`src/rtl/core_types_pkg.sv`:
```
// Shared decode types for the decode/issue stage: opcodes, formats,
// ALU op bundle, source-use table and the decoded-op struct.
package core_types_pkg;

  localparam int CORE_XLEN = 32;

  localparam logic [6:0] OPC_LUI    = 7'b0110111;
  localparam logic [6:0] OPC_AUIPC  = 7'b0010111;
  localparam logic [6:0] OPC_JAL    = 7'b1101111;
  localparam logic [6:0] OPC_JALR   = 7'b1100111;
  localparam logic [6:0] OPC_BRANCH = 7'b1100011;
  localparam logic [6:0] OPC_LOAD   = 7'b0000011;
  localparam logic [6:0] OPC_STORE  = 7'b0100011;
  localparam logic [6:0] OPC_RI     = 7'b0010011;
  localparam logic [6:0] OPC_RR     = 7'b0110011;

  typedef enum logic [2:0] {
    FMT_R, FMT_I, FMT_S, FMT_B, FMT_U, FMT_J, FMT_X
  } fmt_e;

  typedef struct packed {
    logic [2:0] opcode;
    logic       aux_sel;
  } alu_op_t;

  typedef struct packed {
    logic rs1;
    logic rs2;
  } rs_use_t;

  typedef struct packed {
    logic [CORE_XLEN-1:0] opA;
    logic [CORE_XLEN-1:0] opB;
    alu_op_t              alu_op;
    logic [4:0]           rd;
    logic                 rf_wr_en;
    logic [CORE_XLEN-1:0] pc;
    logic                 illegal;
  } decode_out_t;

  function automatic fmt_e fmt_of(input logic [6:0] opc);
    fmt_e f;
    case (opc)
      OPC_LUI, OPC_AUIPC:          f = FMT_U;
      OPC_JAL:                     f = FMT_J;
      OPC_JALR, OPC_LOAD, OPC_RI:  f = FMT_I;
      OPC_BRANCH:                  f = FMT_B;
      OPC_STORE:                   f = FMT_S;
      OPC_RR:                      f = FMT_R;
      default:                     f = FMT_X;
    endcase
    return f;
  endfunction

  function automatic rs_use_t rs_use(input logic [6:0] opc);
    rs_use_t u;
    case (opc)
      OPC_JALR, OPC_LOAD, OPC_RI:   u = '{rs1: 1'b1, rs2: 1'b0};
      OPC_BRANCH, OPC_STORE, OPC_RR: u = '{rs1: 1'b1, rs2: 1'b1};
      default:                      u = '{rs1: 1'b0, rs2: 1'b0};
    endcase
    return u;
  endfunction

  function automatic logic [31:0] imm_of(
    input logic [31:0] i,
    input fmt_e        f
  );
    logic [31:0] v;
    case (f)
      FMT_I: v = {{20{i[31]}}, i[31:20]};
      FMT_S: v = {{20{i[31]}}, i[31:25], i[11:7]};
      FMT_B: v = {{19{i[31]}}, i[31], i[7],
                  i[30:25], i[11:8], 1'b0};
      FMT_U: v = {i[31:12], 12'b0};
      FMT_J: v = {{11{i[31]}}, i[31], i[19:12],
                  i[20], i[30:21], 1'b0};
      default: v = '0;
    endcase
    return v;
  endfunction

endpackage

```
`src/rtl/decode_issue_if.sv`:
```
// Fetch / register-file / execute / writeback bundle of decode_issue.
// master = surrounding pipeline, slave = decode stage.
interface decode_issue_if
  import core_types_pkg::*;
#(
  parameter int XLEN = CORE_XLEN
);
  logic            f_valid;
  logic            f_ready;
  logic [31:0]     f_instr;
  logic [XLEN-1:0] f_pc;
  logic [4:0]      rs1;
  logic [4:0]      rs2;
  logic [XLEN-1:0] rs1_data;
  logic [XLEN-1:0] rs2_data;
  logic            x_valid;
  logic            x_ready;
  logic [XLEN-1:0] x_opA;
  logic [XLEN-1:0] x_opB;
  alu_op_t         x_alu_op;
  logic [4:0]      x_rd;
  logic            x_rf_wr_en;
  logic [XLEN-1:0] x_pc;
  logic            x_illegal;
  logic            wb_valid;
  logic [4:0]      wb_rd;
  logic [XLEN-1:0] wb_data;
  logic            flush;

  modport master (
    output f_valid, f_instr, f_pc,
    output rs1_data, rs2_data, x_ready,
    output wb_valid, wb_rd, wb_data, flush,
    input  f_ready, rs1, rs2,
    input  x_valid, x_opA, x_opB, x_alu_op,
    input  x_rd, x_rf_wr_en, x_pc, x_illegal
  );

  modport slave (
    input  f_valid, f_instr, f_pc,
    input  rs1_data, rs2_data, x_ready,
    input  wb_valid, wb_rd, wb_data, flush,
    output f_ready, rs1, rs2,
    output x_valid, x_opA, x_opB, x_alu_op,
    output x_rd, x_rf_wr_en, x_pc, x_illegal
  );
endinterface

```
`src/rtl/decode_scoreboard.sv`:
```
// Per-register pending-write counters and RAW/WAW hazard detect.
// DECODE_WB_BYPASS_EN: same-cycle writeback clears a last-pending RAW.
module decode_scoreboard
  import core_types_pkg::*;
#(
  parameter int NUM_REGS     = 32,
  parameter int MAX_INFLIGHT = 3,
  localparam int CW = $clog2(MAX_INFLIGHT + 1)
) (
  input  logic       clk,
  input  logic       rst_n,
  input  logic [4:0] rs1,
  input  logic [4:0] rs2,
  input  logic       rs1_use,
  input  logic       rs2_use,
  input  logic [4:0] rd,
  input  logic       wr_en,
  input  logic       accept,
  input  logic       wb_valid,
  input  logic [4:0] wb_rd,
  input  logic       kill,
  input  logic [4:0] kill_rd,
  output logic       hazard
);

  logic [CW-1:0] cnt [NUM_REGS];

  logic [CW-1:0] c1, c2, cd;
  logic          h1, h2, hw;

  always_comb begin
    c1 = (rs1 != 5'd0) ? cnt[rs1] : '0;
    c2 = (rs2 != 5'd0) ? cnt[rs2] : '0;
    cd = (rd  != 5'd0) ? cnt[rd]  : '0;
    h1 = rs1_use && (c1 != '0);
    h2 = rs2_use && (c2 != '0);
`ifdef DECODE_WB_BYPASS_EN
    if (wb_valid && wb_rd == rs1 && c1 == CW'(1))
      h1 = 1'b0;
    if (wb_valid && wb_rd == rs2 && c2 == CW'(1))
      h2 = 1'b0;
`endif
    hw = wr_en && (cd == CW'(MAX_INFLIGHT));
    hazard = h1 || h2 || hw;
  end

  // Net of +accept, -writeback, -flush, floored at zero.
  function automatic logic [CW-1:0] next_cnt(
    input logic [CW-1:0] c,
    input logic          inc,
    input logic          dwb,
    input logic          dkl
  );
    int n;
    int s;
    n = int'(c) + int'(inc);
    s = int'(dwb) + int'(dkl);
    return (n > s) ? CW'(n - s) : '0;
  endfunction

  always_ff @(posedge clk) begin
    if (!rst_n) begin
      for (int r = 0; r < NUM_REGS; r++)
        cnt[r] <= '0;
    end else begin
      for (int r = 1; r < NUM_REGS; r++)
        cnt[r] <= next_cnt(
          cnt[r],
          accept && wr_en && rd == 5'(r),
          wb_valid && wb_rd == 5'(r),
          kill && kill_rd == 5'(r));
    end
  end

endmodule

```
`src/rtl/decode_issue.sv`:
```
// RV32I decode-and-issue stage: combinational decode, scoreboard, X reg.
// DECODE_WB_BYPASS_EN: take wb_data for a source retiring this cycle.
module decode_issue
  import core_types_pkg::*;
#(
  parameter int XLEN         = CORE_XLEN,
  parameter int NUM_REGS     = 32,
  parameter int MAX_INFLIGHT = 3
) (
  input  logic         clk,
  input  logic         rst_n,
  decode_issue_if.slave bus
);

  logic [31:0] instr;
  logic [6:0]  opc;
  logic [2:0]  f3;
  logic [4:0]  rd;
  fmt_e        fmt;
  rs_use_t     use_rs;
  logic [31:0] imm;
  logic [XLEN-1:0] rs1_val, rs2_val;
  decode_out_t dec;
  logic        hazard, accept, kill;

  assign instr   = bus.f_instr;
  assign opc     = instr[6:0];
  assign f3      = instr[14:12];
  assign rd      = instr[11:7];
  assign bus.rs1 = instr[19:15];
  assign bus.rs2 = instr[24:20];

  always_comb begin
    rs1_val = bus.rs1_data;
    rs2_val = bus.rs2_data;
`ifdef DECODE_WB_BYPASS_EN
    if (bus.wb_valid && bus.wb_rd == bus.rs1)
      rs1_val = bus.wb_data;
    if (bus.wb_valid && bus.wb_rd == bus.rs2)
      rs2_val = bus.wb_data;
`endif
  end

  always_comb begin
    fmt    = fmt_of(opc);
    use_rs = rs_use(opc);
    imm    = imm_of(instr, fmt);
    dec    = '0;
    unique case (1'b1)
      opc == OPC_AUIPC,
      opc == OPC_JAL,
      opc == OPC_JALR: dec.opA = CORE_XLEN'(bus.f_pc);
      opc == OPC_LUI:  dec.opA = '0;
      default:         dec.opA = CORE_XLEN'(rs1_val);
    endcase
    dec.opB = (opc == OPC_RR) ? CORE_XLEN'(rs2_val)
                              : CORE_XLEN'($signed(imm));
    if (opc == OPC_RR || opc == OPC_RI) begin
      dec.alu_op.opcode  = f3;
      dec.alu_op.aux_sel = instr[30] &&
        ((opc == OPC_RR && f3 == 3'b000) || f3 == 3'b101);
    end
    dec.rd       = rd;
    dec.rf_wr_en = (fmt == FMT_U || fmt == FMT_J ||
                    fmt == FMT_I || fmt == FMT_R) &&
                   rd != 5'd0;
    dec.pc       = CORE_XLEN'(bus.f_pc);
    dec.illegal  = (fmt == FMT_X);
  end

  assign bus.f_ready = rst_n && !bus.flush && !hazard &&
                       (!bus.x_valid || bus.x_ready);
  assign accept = bus.f_valid && bus.f_ready;
  // Only an entry execute has not taken gives its count back.
  assign kill   = bus.flush && bus.x_valid &&
                  !bus.x_ready && bus.x_rf_wr_en;

  decode_scoreboard #(
    .NUM_REGS     (NUM_REGS),
    .MAX_INFLIGHT (MAX_INFLIGHT)
  ) u_sb (
    .clk      (clk),
    .rst_n    (rst_n),
    .rs1      (bus.rs1),
    .rs2      (bus.rs2),
    .rs1_use  (use_rs.rs1),
    .rs2_use  (use_rs.rs2),
    .rd       (rd),
    .wr_en    (dec.rf_wr_en),
    .accept   (accept),
    .wb_valid (bus.wb_valid),
    .wb_rd    (bus.wb_rd),
    .kill     (kill),
    .kill_rd  (bus.x_rd),
    .hazard   (hazard)
  );

  always_ff @(posedge clk) begin
    if (!rst_n) begin
      bus.x_valid    <= 1'b0;
      bus.x_opA      <= '0;
      bus.x_opB      <= '0;
      bus.x_alu_op   <= '0;
      bus.x_rd       <= '0;
      bus.x_rf_wr_en <= 1'b0;
      bus.x_pc       <= '0;
      bus.x_illegal  <= 1'b0;
    end else if (accept) begin
      bus.x_valid    <= 1'b1;
      bus.x_opA      <= XLEN'(dec.opA);
      bus.x_opB      <= XLEN'(dec.opB);
      bus.x_alu_op   <= dec.alu_op;
      bus.x_rd       <= dec.rd;
      bus.x_rf_wr_en <= dec.rf_wr_en;
      bus.x_pc       <= XLEN'(dec.pc);
      bus.x_illegal  <= dec.illegal;
    end else if (bus.x_ready || bus.flush) begin
      bus.x_valid    <= 1'b0;
    end
  end

endmodule

```
`src/flat_wrapper.sv`:
```
// flat-port wrapper written by rule: the top's interface ports become plain ports
module decode_issue_flat import core_types_pkg::*;
#(
  parameter int XLEN         = CORE_XLEN,
  parameter int NUM_REGS     = 32,
  parameter int MAX_INFLIGHT = 3
)
  (clk, rst_n, bus_f_valid, bus_f_instr, bus_f_pc, bus_rs1_data, bus_rs2_data, bus_x_ready, bus_wb_valid, bus_wb_rd, bus_wb_data, bus_flush, bus_f_ready, bus_rs1, bus_rs2, bus_x_valid, bus_x_opA, bus_x_opB, bus_x_alu_op, bus_x_rd, bus_x_rf_wr_en, bus_x_pc, bus_x_illegal);
  decode_issue_if #(.XLEN(XLEN)) bus_i ();
  input  logic clk;
  input  logic rst_n;
  input wire logic [$bits(bus_i.f_valid)-1:0] bus_f_valid;
  input wire logic [$bits(bus_i.f_instr)-1:0] bus_f_instr;
  input wire logic [$bits(bus_i.f_pc)-1:0] bus_f_pc;
  input wire logic [$bits(bus_i.rs1_data)-1:0] bus_rs1_data;
  input wire logic [$bits(bus_i.rs2_data)-1:0] bus_rs2_data;
  input wire logic [$bits(bus_i.x_ready)-1:0] bus_x_ready;
  input wire logic [$bits(bus_i.wb_valid)-1:0] bus_wb_valid;
  input wire logic [$bits(bus_i.wb_rd)-1:0] bus_wb_rd;
  input wire logic [$bits(bus_i.wb_data)-1:0] bus_wb_data;
  input wire logic [$bits(bus_i.flush)-1:0] bus_flush;
  output wire logic [$bits(bus_i.f_ready)-1:0] bus_f_ready;
  output wire logic [$bits(bus_i.rs1)-1:0] bus_rs1;
  output wire logic [$bits(bus_i.rs2)-1:0] bus_rs2;
  output wire logic [$bits(bus_i.x_valid)-1:0] bus_x_valid;
  output wire logic [$bits(bus_i.x_opA)-1:0] bus_x_opA;
  output wire logic [$bits(bus_i.x_opB)-1:0] bus_x_opB;
  output wire logic [$bits(bus_i.x_alu_op)-1:0] bus_x_alu_op;
  output wire logic [$bits(bus_i.x_rd)-1:0] bus_x_rd;
  output wire logic [$bits(bus_i.x_rf_wr_en)-1:0] bus_x_rf_wr_en;
  output wire logic [$bits(bus_i.x_pc)-1:0] bus_x_pc;
  output wire logic [$bits(bus_i.x_illegal)-1:0] bus_x_illegal;
  assign bus_i.f_valid = bus_f_valid;
  assign bus_i.f_instr = bus_f_instr;
  assign bus_i.f_pc = bus_f_pc;
  assign bus_i.rs1_data = bus_rs1_data;
  assign bus_i.rs2_data = bus_rs2_data;
  assign bus_i.x_ready = bus_x_ready;
  assign bus_i.wb_valid = bus_wb_valid;
  assign bus_i.wb_rd = bus_wb_rd;
  assign bus_i.wb_data = bus_wb_data;
  assign bus_i.flush = bus_flush;
  assign bus_f_ready = bus_i.f_ready;
  assign bus_rs1 = bus_i.rs1;
  assign bus_rs2 = bus_i.rs2;
  assign bus_x_valid = bus_i.x_valid;
  assign bus_x_opA = bus_i.x_opA;
  assign bus_x_opB = bus_i.x_opB;
  assign bus_x_alu_op = bus_i.x_alu_op;
  assign bus_x_rd = bus_i.x_rd;
  assign bus_x_rf_wr_en = bus_i.x_rf_wr_en;
  assign bus_x_pc = bus_i.x_pc;
  assign bus_x_illegal = bus_i.x_illegal;
  decode_issue #(.XLEN(XLEN), .NUM_REGS(NUM_REGS), .MAX_INFLIGHT(MAX_INFLIGHT)) u_core (.clk(clk), .rst_n(rst_n), .bus(bus_i));
endmodule
```
`config.mk`:
```
export PLATFORM = sky130hd
export DESIGN_NAME = decode_issue_flat
export DESIGN_NICKNAME = d
export VERILOG_FILES = /design/src/rtl/core_types_pkg.sv /design/src/rtl/decode_issue_if.sv /design/src/rtl/decode_scoreboard.sv /design/src/rtl/decode_issue.sv /design/src/flat_wrapper.sv
export SDC_FILE = /design/constraint.sdc
export NUM_CORES = 1
export LEC_CHECK = 0
export CAP_MARGIN = 10
export CORE_UTILIZATION = 55
export CTS_CLUSTER_DIAMETER = 30
export DETAILED_ROUTE_END_ITERATION = 10
export PLACE_DENSITY = 0.95
export SLEW_MARGIN = 20
export SYNTH_ARGS = -nofsm -noshare
export SYNTH_HDL_FRONTEND = slang
export SYNTH_SLANG_ARGS = --single-unit
```
`constraint.sdc`:
```
create_clock -name clk -period 9.7 [get_ports clk]
set_input_delay 1.94 -clock clk [delete_from_list [all_inputs] [get_ports clk]]
set_output_delay 1.94 -clock clk [all_outputs]
set_load 0.03 [all_outputs]
```
Word level (Yosys, flattened, before mapping)
Memories as Yosys holds them, arrays and structs flattened.
Cells that the tools add are included.
{"block": "word_totals", "ff_bits": 108, "latch_bits": 0, "ram_bits": 64, "mem_bits_ro": 0, "input_bits": 171, "out_inout_bits": 119, "wordCells": 482, "n_memories": 1}
{"block": "op_classes", "add_sub_neg": 93, "multipliers": 0, "div": 0, "order_cmp": 31, "eq_ne": 110, "shifts": 0, "mux": 75, "bitwise": 31, "n_reduce_logical": 132}
{"name": "u_core.u_sb.cnt", "words": 32, "word_bits": 2, "read_ports": 34, "rd_ports_with_merged_regs": 0, "write_ports": 32, "line": "decode_scoreboard.sv:26", "source": "logic [CW-1:0] cnt [NUM_REGS];"}
{"cell": "== test 5 bit (second input constant)", "count": 48}
{"cell": "case mux 32 bit (5 select lines)", "count": 1}
{"cell": "two-way mux 2 bit", "count": 65}
{"cell": "== test 5 x 4 -> 1 bit (second input constant)", "count": 24}
{"cell": "logical AND 1 bit", "count": 107}
{"cell": "adder 2 x 1 -> 3 bit", "count": 31}
{"cell": "> comparator 3 x 2 -> 1 bit", "count": 31}
{"cell": "case mux 32 bit (2 select lines)", "count": 1}
{"cell": "adder 1 x 1 -> 2 bit", "count": 31}
{"cell": "subtractor 2 bit", "count": 31}
{"cell": "== test 5 x 3 -> 1 bit (second input constant)", "count": 12}
{"cell": "two-way mux 32 bit", "count": 1}
{"cell": "bitwise OR 1 bit", "count": 31}
{"cell": "== test 5 x 2 -> 1 bit (second input constant)", "count": 6}
{"cell": "== test 7 x 6 -> 1 bit (second input constant)", "count": 3}
{"cell": "== test 7 bit (second input constant)", "count": 3}
{"cell": "case mux 3 bit (6 select lines)", "count": 1}
{"cell": "== test 5 x 1 -> 1 bit (second input constant)", "count": 3}
{"cell": "nonzero test 5 bit", "count": 3}
{"cell": "== test 7 x 5 -> 1 bit (second input constant)", "count": 2}
{"cell": "== test 3 bit (second input constant)", "count": 4}
{"cell": "logical OR 1 bit", "count": 9}
{"cell": "OR reduction 3 bit", "count": 3}
{"cell": "== test 7 x 2 -> 1 bit (second input constant)", "count": 1}
{"cell": "10 further kinds", "count": 20}

Depth between registers and ports, before layout
Gate-level depths: netlist (run 1).
{"block": "depth", "depth_word": 20, "depth_mapped": 19, "ltp_nobuf": 14}

Cells and area by module
Synthesis (run 1) repeated with hierarchy kept, for this count alone.
{"block": "unflattened", "hier_cells": 1353, "hier_area_um2": 11648.7}
{"mod": "decode_scoreboard", "instances": 1, "cells_each": 822, "area_per_inst_um2": 6875.3, "seq_area_each_um2": 1241.2}
{"mod": "decode_issue", "instances": 1, "cells_each": 531, "area_per_inst_um2": 4773.3, "seq_area_each_um2": 2162.1}

Least setup slack after synthesis (run 1)
OpenSTA, ideal clock, no wires.
{"block": "synth_timing", "path_type": "input to output", "startpoint": "input bus_f_instr[8]", "endpoint": "output bus_f_ready", "arrival_ns": 3.717, "required_ns": 7.760, "path_slack_ns": 4.043, "cell_stages": 8, "path_buffers": 2, "path_cell_list": "buf_6 buf_6 and3_1 a311oi_1 a311oi_1 o311ai_2 o41ai_1 nor3_1"}
{"block": "synth_between", "elab_chain_cells": 8, "elab_cells_between_ends": 10, "classes_between": "eq/ne: 1; mux: 1; reduce/logical: 7; memory: 1"}
{"element": "from (decl)", "line": "flat_wrapper.sv:13", "source": "input wire logic [$bits(bus_i.f_instr)-1:0] bus_f_instr;"}
{"element": "memory (32 x 2 bit) or nonzero test 5 bit (tied branches)"}
{"element": "two-way mux 2 bit", "line": "decode_scoreboard.sv:34", "source": "cd = (rd != 5'd0) ? cnt[rd] : '0;"}
{"element": "== test 2 bit", "line": "decode_scoreboard.sv:43", "source": "hw = wr_en && (cd == CW'(MAX_INFLIGHT));"}
{"element": "logical AND 1 bit (*)", "line": "decode_scoreboard.sv:43"}
{"element": "logical OR 1 bit (*)", "line": "decode_scoreboard.sv:44", "source": "hazard = h1 || h2 || hw;"}
{"element": "zero test 1 bit (*)", "line": "decode_issue.sv:71", "source": "assign bus.f_ready = rst_n && !bus.flush && !hazard &&"}
{"element": "logical AND 1 bit (*) (2 in series)", "line": "decode_issue.sv:71"}
{"element": "to (decl)", "line": "flat_wrapper.sv:22", "source": "output wire logic [$bits(bus_i.f_ready)-1:0] bus_f_ready;"}
Mark *: on every way between the ends. The rest lies on a longest branch, timed or not.

Worst setup path in the final report (run 1)
{"block": "layout_timing", "startpoint": "input bus_f_instr[10]", "endpoint": "output bus_f_ready"}
The elaborated chain is that of the path after synthesis.

==> summary.txt, run 1 <==
Place
  – Buffers on Ports: 257
  – Inst Count DP: 1859
  – Placer congestion estimate: 0.970
  – Pre-CTS setup slack: 2.54 ns
  – HPWL reported at the end of detailed placement: 28.9 mm

Clock network
  – Clock Latency Late Sink: 0.45 ns
  – CTS Sinks: 170
  – Cts bufs inserted: 17
  – Clock transition at the registers of the reported paths: 0.07 ns
  – CTS tree: built
  – Post-CTS Setup Bufs: 0
  – Clock H-tree levels: 4
  – Clock root cell: clkbuf_16
  – Worst-case clock buffer depth: 2
  – Post-CTS sizing: 0
  – Cts-stage hold buffer count: 0

Global routing
  – Met1 GRT Util: 40.1%
  – GRT Util Overall: 36.1%
  – Remaining global-route overflow: 0
  – First-pass GRT wire length: 62.5 mm
  – Largest net degree at the start of global routing: 107
  – Initial antenna violation count: 0
  – GRT Max-Usage Layer: met2
  – Met2 usage: 59.9%
  – Grt met3 use: 10.8%
  – Vias in the first global route: 12000

Critical path
  – CP max stage cell: clkdlybuf4s50_1
  – Crit path buf inv count: 3
  – Startpoint types: input pin
  – Required time of the critical path: 7.76 ns
  – Critical-path cell list: clkdlybuf4s50_1 -> inv_1 -> nand2_1 -> a311oi_1 -> o311ai_2 -> o41ai_1 -> nor3_1 -> clkdlybuf4s50_1
  – Kind of critical path: input pin to output pin
  – Most common cell on crit path: clkdlybuf4s50_1
  – Critical path depth in cells: 8
  – Worst Setup End Kind: output pin
  – Max incr delay on CP: 0.85 ns
  – Worst R2R Path Depth: 13
  – Critical path arrival: 5.34 ns
  – CP delay by family, top: buffers and inverters
  – Worst Path Max Fanout: 12

Cells and area
  – Diodes inserted: 0
  – P&R area growth vs syn: 25.3%
  – Net count, final: 1929
  – Share of cells above drive strength 1: 4.76%
  – Non-filler cells, final: 1891

Timing
  – Final Critical Period: 7.28 ns
  – Clock skew: 0.0160 ns
  – Setup TNS: 0 ns
  – PnR worst setup slack: 2.42 ns
  – Worst slew margin: 30.2%
  – Endpoints failing setup: 0
  – Tcrit/Tclk final: 75.0%
  – RSZ-0062 raised after global routing: false
  – Final hold vios: 0
  – Max Clk Rate: 137 MHz
  – Measured slew at the worst slew-check pin: 1.05 ns
  – Slew Viols, Final: 0

Route
  – Drt pass-1 iters: 7
  – Vias: 12200
  – Drt drc: 0
  – Final WL: 40.6 mm
  – Vias per inst: 6.45
  – Routed WL per cell: 21.5 um
  – Routed Antenna Nets: 0
  – DR iter-0 viols: 1580

Yosys
  – Number of instances in the synthesized netlist: 1400
  – Synthesized area: 12000 um2
  – Yosys top cell area share: 28.4%
  – Synth warn: 0
  – Post-synth ARST share: 0%
  – Ys flop type: dfxtp_1
  – Post-synth cell types: 62
  – Number of synthesized flops with an enable pin: 0
  – Top cells by area, synth: dfxtp_1 (28%), ha_1 (13%), mux2i_1 (9.3%)
  – #FFs+latches synth: 170
  – Post-synth top area cell: dfxtp_1
  – Post-Syn Area per Cell: 8.55 um2
  – Sequential element share of the synthesized area: 28.4%
  – Commonest cells in the netlist: nand2_1 (186), dfxtp_1 (170), nor2_1 (129)
  – Count leader, synth: nand2_1
  – Syn nets: 1726

Min path
  – HP Class: register to register
  – Worst Hold Depth: 2

Floorplan
  – Row cnt: 53
  – Core area: 21200 um2
  – Die H: 150 um
  – Chip Width: 150 um
  – Num ports: 290
  – Die area: 22400 um2
  – Initial Util: 56.6%

Pwr
  – P_leak: 6.82 nW
  – Switching Power: 0.582 mW
  – Switching portion of total power: 32.1%
  – Seq pwr share: 41.3%
  – Cell-internal power: 1.23 mW
  – Clock group share of total power: 38.6%
  – Worst vdd rail ir drop: 0.0842 mV
  – Comb power frac: 20.1%
  – Power per cell area: 121 nW/um2

Run
  – Max-Cap Viols: 0

Outcome
  – Status: finished clean
power groups by stage:
stage	clock, mW	sequential, mW	combinational (mW)
2_1_floorplan	0	0.815	0.148
3_3_place_gp	0	0.761	0.343
3_5_place_dp	0	0.763	0.351
4_1_cts	0.694	0.747	0.355
5_1_grt	0.726	0.751	0.377
6_report	0.699	0.748	0.363
layout make-up:
class	count	area, um2
multi-input combinational	1023	7530
inverter	124	465
timing repair buffer	267	2650
sequential	170	3400
clock inverter	15	183
fill	1372	6160
clock buffer	17	425
tap	275	344
worst register-to-register path, delay by kind of cell (launching register included):
family          cells  cell delay [ns]
mux                 1             0.30
flops               1             0.48
simple gates        5             1.59
compound gates      4             0.75
buf+inv             1             0.66
fa+ha+maj           2             0.80
layout by cell type (no fill, tap or decap), types with 4 or more instances in the layout:
cell             Yosys  layout
a22o_1              10      10
nand3_1             39      39
a2111oi_0            4       4
o211ai_1            10      10
nor4_1              31      30
mux2i_1            111     111
a222oi_1             4       4
dfxtp_1            170     170
nor2_1             129     128
nor3_1              50      50
nand2_1            186     186
and3_1              35      35
or3_1                6       6
inv_1              121     121
mux4_2              13      13
ha_1               124     124
nand2b_1            35      35
a311oi_1             6       6
clkbuf_16            0      17
a21oi_1             37      37
nor3b_1              7       7
clkdlybuf4s50_1      0     256
inv_8                0       4
buf_4               10      11
a211oi_1             6       6
fa_1                31      31
nor4_2               4       4
a22oi_1             43      43
nor2b_1              5       5
o21ai_0             53      53
clkinv_8             0       6
registers in the layout, summed over array words and instances, names as in the netlist:
| name | cells |
|---|---|
| u_core.bus.x_rd | 5 |
| u_core.bus.x_rf_wr_en | 1 |
| u_core.bus.x_pc | 32 |
| u_core.bus.x_illegal | 1 |
| u_core.u_sb.cnt | 62 |
| u_core.bus.x_valid | 1 |
| u_core.bus.x_opA | 32 |
| u_core.bus.x_opB | 32 |
| u_core.bus.x_alu_op | 4 |
metal layers:
metal  share of wire (%)  vias up
met5                   0        -
met4                 7.2        0
met3                  13      289
met2                  46      974
met1                  34     5653
li1                    -     5272
path summary, 6_finish.rpt:
kind,to,startpoint,slack (ns)
max,bus_f_ready,bus_f_instr[10],2.42
max reg2reg,u_core.u_sb.cnt[10][1]$_SDFF_PP0_,u_core.u_sb.cnt[5][1]$_SDFF_PP0_,5.00
min,u_core.bus.x_pc[14]$_SDFFE_PN0P_,u_core.bus.x_pc[14]$_SDFFE_PN0P_,0.46
min reg2reg,u_core.bus.x_pc[14]$_SDFFE_PN0P_,u_core.bus.x_pc[14]$_SDFFE_PN0P_,0.46
per-stage QoR:
step | hold WS, ns | utilization [%] | power (mW) | instance area [um2]
after floorplan | 0.585 | - | 0.963 | 12000
after global placement | 0.444 | 68.0 | 1.10 | 14400
after detailed placement | 0.450 | 68.0 | 1.11 | 14400
after CTS | 0.460 | 70.9 | 1.80 | 15000
after global routing | 0.483 | 70.9 | 1.85 | 15000
final | 0.460 | 70.9 | 1.81 | 15000
cells by family after synthesis:
family,after synthesis,share of synthesized area (%)
mux,127,12.1
fa+ha+maj,155,18.1
compound gates,200,11.2
simple gates,541,21.3
buf+inv,207,8.83
flops,170,28.4
(Power assumes the default switching activity.)
==> inputs of run 2 (changes only) <==
--- a/config.mk
+++ b/config.mk
@@ -6,10 +6,10 @@
 export NUM_CORES = 1
 export LEC_CHECK = 0
 export CAP_MARGIN = 10
-export CORE_UTILIZATION = 55
+export CORE_UTILIZATION = 46
 export CTS_CLUSTER_DIAMETER = 30
 export DETAILED_ROUTE_END_ITERATION = 10
-export PLACE_DENSITY = 0.95
+export PLACE_DENSITY = 0.86
 export SLEW_MARGIN = 20
 export SYNTH_ARGS = -nofsm -noshare
 export SYNTH_HDL_FRONTEND = slang
==> constraint.sdc (replaced) <==
create_clock -name clk -period 6.15 [get_ports clk]
set_input_delay 1.23 -clock clk [delete_from_list [all_inputs] [get_ports clk]]
set_output_delay 1.23 -clock clk [all_outputs]
set_load 0.03 [all_outputs]
==> summary.txt, run 2 (synthesized netlist as in run 1, its figures left out) <==
Global routing
  – Initial antenna violation count: 0 (unchanged)
  – Remaining global-route overflow: 0 (unchanged)
  – GRT Util Overall: 28.2% (-7.9 points)
  – Vias in the first global route: 11200 (-6.5%)
  – Largest net degree at the start of global routing: 91 (-15%)
  – First-pass GRT wire length: 58.4 mm (-6.5%)

Cells and area
  – Final instance area: 15200 um2 (+1.2%)
  – Max FFs per register: 62 (unchanged)
  – Most flops, register: u_core.u_sb.cnt
  – Final core occ: 59.9% (-11 points)
  – Commonest non-fill, non-tap cells in the layout: clkdlybuf4s50_1 (256), nand2_1 (186), dfxtp_1 (170), nor2_1 (128), ha_1 (124)
  – P&R area growth vs syn: 26.8%
  – Most common cell after layout, fill and taps aside: clkdlybuf4s50_1
  – Diodes inserted: 0 (unchanged)
  – Share of cells above drive strength 1: 5.64% (+0.88 points)
  – Non-filler cells, final: 1961 (+3.7%)
  – Net count, final: 1944 (+0.78%)

Timing
  – Final hold vios: 0 (unchanged)
  – Tcrit/Tclk final: 90.4%
  – Clock skew: 0.0141 ns (-0.00182 ns)
  – Measured slew at the worst slew-check pin: 0.900 ns (-0.148 ns)
  – Slew Viols, Final: 0 (unchanged)
  – Worst slew margin: 40.0% (+9.8 points)
  – Final Critical Period: 5.56 ns
  – Max Clk Rate: 180 MHz
  – Endpoints failing setup: 0 (unchanged)
  – Setup TNS: 0 ns (unchanged)
  – RSZ-0062 raised after global routing: false

Clock network
  – Cts-stage hold buffer count: 0 (unchanged)
  – Post-CTS sizing: 0 (unchanged)
  – CTS Sinks: 170 (unchanged)
  – Worst-case clock buffer depth: 2 (unchanged)
  – CTS tree: built
  – Clock root cell: clkbuf_16
  – Post-CTS Setup Bufs: 0 (unchanged)
  – Cts bufs inserted: 17 (unchanged)
  – Clock transition at the registers of the reported paths: 0.07 ns (about the same)
  – Clock Latency Late Sink: 0.45 ns (about the same)
  – Clock H-tree levels: 4 (unchanged)

Critical path
  – Worst Path Max Fanout: 13 (+1)
  – Worst Setup End Kind: output pin
  – CP delay by family, top: buffers and inverters
  – Setup crit start: bus_f_instr[21]
  – Max incr delay on CP: 0.83 ns (-0.02 ns)
  – Required time of the critical path: 4.92 ns (-2.84 ns)
  – Critical path arrival: 4.33 ns (-1.01 ns)
  – Worst R2R Path Depth: 9 (-4)
  – Critical-path cell list: clkdlybuf4s50_1 -> nor3_1 -> a211oi_1 -> o221a_2 -> nor4_1 -> nor3_1 -> nor3_1 -> clkdlybuf4s50_1
  – Crit path buf inv count: 2 (-1)
  – Most common cell on crit path: nor3_1
  – R2R setup slack: 2.12 ns (-2.88 ns)
  – Startpoint types: input pin
  – Critical path depth in cells: 8 (unchanged)
  – Reg2reg start: u_core.u_sb.cnt[18][1]$_SDFF_PP0_
  – CP max stage cell: clkdlybuf4s50_1
  – Kind of critical path: input pin to output pin
  – Reg2reg end: u_core.bus.x_opA[9]$_SDFFE_PN0P_

Floorplan
  – Core area: 25300 um2 (+20%)
  – Initial Util: 47.3% (-9.3 points)
  – Die H: 163 um (+9.2%)
  – Num ports: 290 (unchanged)
  – Row cnt: 58 (+9.4%)
  – Chip Width: 163 um (+9.2%)
  – Die area: 26700 um2 (+19%)

Route
  – Vias: 11600 (-4.4%)
  – Vias per inst: 5.94 (-7.9%)
  – Final WL: 38.4 mm (-5.4%)
  – Drt pass-1 iters: 6 (-1)
  – DR iter-0 viols: 1395 (-12%)
  – Routed WL per cell: 19.6 um (-8.8%)
  – Drt drc: 0 (unchanged)
  – Routed Antenna Nets: 0 (unchanged)

Min path
  – Worst Hold Depth: 2 (unchanged)
  – HP Start: u_core.bus.x_opB[25]$_SDFFE_PN0P_
  – HP Class: register to register
  – Hold-critical path endpoint: u_core.bus.x_opB[25]$_SDFFE_PN0P_

Pwr
  – Power per cell area: 189 nW/um2 (+57%)
  – Cell-internal power: 1.95 mW (+59%)
  – Seq pwr share: 40.9% (-0.4 points)
  – Switching Power: 0.925 mW (+59%)
  – Comb power frac: 19.9% (-0.2 points)
  – Switching portion of total power: 32.2% (about the same)
  – P_leak: 6.90 nW (+1.2%)
  – Worst vdd rail ir drop: 0.186 mV (+120%)
  – Clock group share of total power: 39.1% (+0.5 points)

Place
  – Inst Count DP: 1929 (+3.8%)
  – Post-DP Area: 14600 um2 (+1.3%)
  – Placer congestion estimate: 0.932 (-3.9%)
  – HPWL reported at the end of detailed placement: 28.6 mm (-0.99%)
  – Buffers on Ports: 257 (unchanged)

Run
  – Max-Cap Viols: 0 (unchanged)

Outcome
  – Status: finished clean
[run 2: changes by cell type in the layout (fill, tap and decap cells not counted), sizes merged]
cell	delta
buf	+15
clkinv	+1
clkinvlp	-3
inv	+2
[run 2: per-stage QoR]
step / total power, mW / hold slack [ns] / setup slack, ns
floorplan: 1.52 / 0.585 / 1.61
global placement: 1.76 / 0.445 / 0.612
detailed placement: 1.77 / 0.451 / 0.510
CTS: 2.87 / 0.462 / 0.663
global route: 2.96 / 0.485 / 0.408
finish: 2.88 / 0.461 / 0.593
[run 2: layout make-up]
class / instances / area (um2)
sequential: 170 / 3400
fill: 2048 / 10100
clock inverter: 15 / 194
inverter: 124 / 465
tap: 330 / 413
multi-input combinational: 1023 / 7520
timing repair buffer: 282 / 2760
clock buffer: 17 / 425
[run 2: layer usage]
layer  routed length (um)  up-vias  GRT usage [%]
met5                    0        -              0
met4                 2250        0           16.8
met3                 3850      179           6.83
met2                17800      691           46.2
met1                14500     5472           33.2
li1                     -     5304              -
[run 2: worst max path at each step]
stage,to,slack (ns)
CTS,bus_f_ready,0.66
detailed placement,u_core.bus.x_pc[31]$_SDFFE_PN0P_,0.51
finish,bus_f_ready,0.59
floorplan,u_core.u_sb.cnt[20][1]$_SDFF_PP0_,1.61
global placement,u_core.bus.x_opA[14]$_SDFFE_PN0P_,0.61
global route,bus_f_ready,0.41
[run 2: power by group through the flow]
stage	Combinational (mW)	Sequential (mW)	Clock (mW)
floorplan	0.234	1.29	0
global placement	0.555	1.20	0
detailed placement	0.564	1.20	0
CTS	0.567	1.18	1.13
global route	0.600	1.18	1.17
finish	0.574	1.18	1.13
[run 2: worst min-delay path, stage by stage (launching register included)]
cell and delay [ns]:
dfxtp_1 0.31, nand2_1 0.05, mux2i_1 0.05
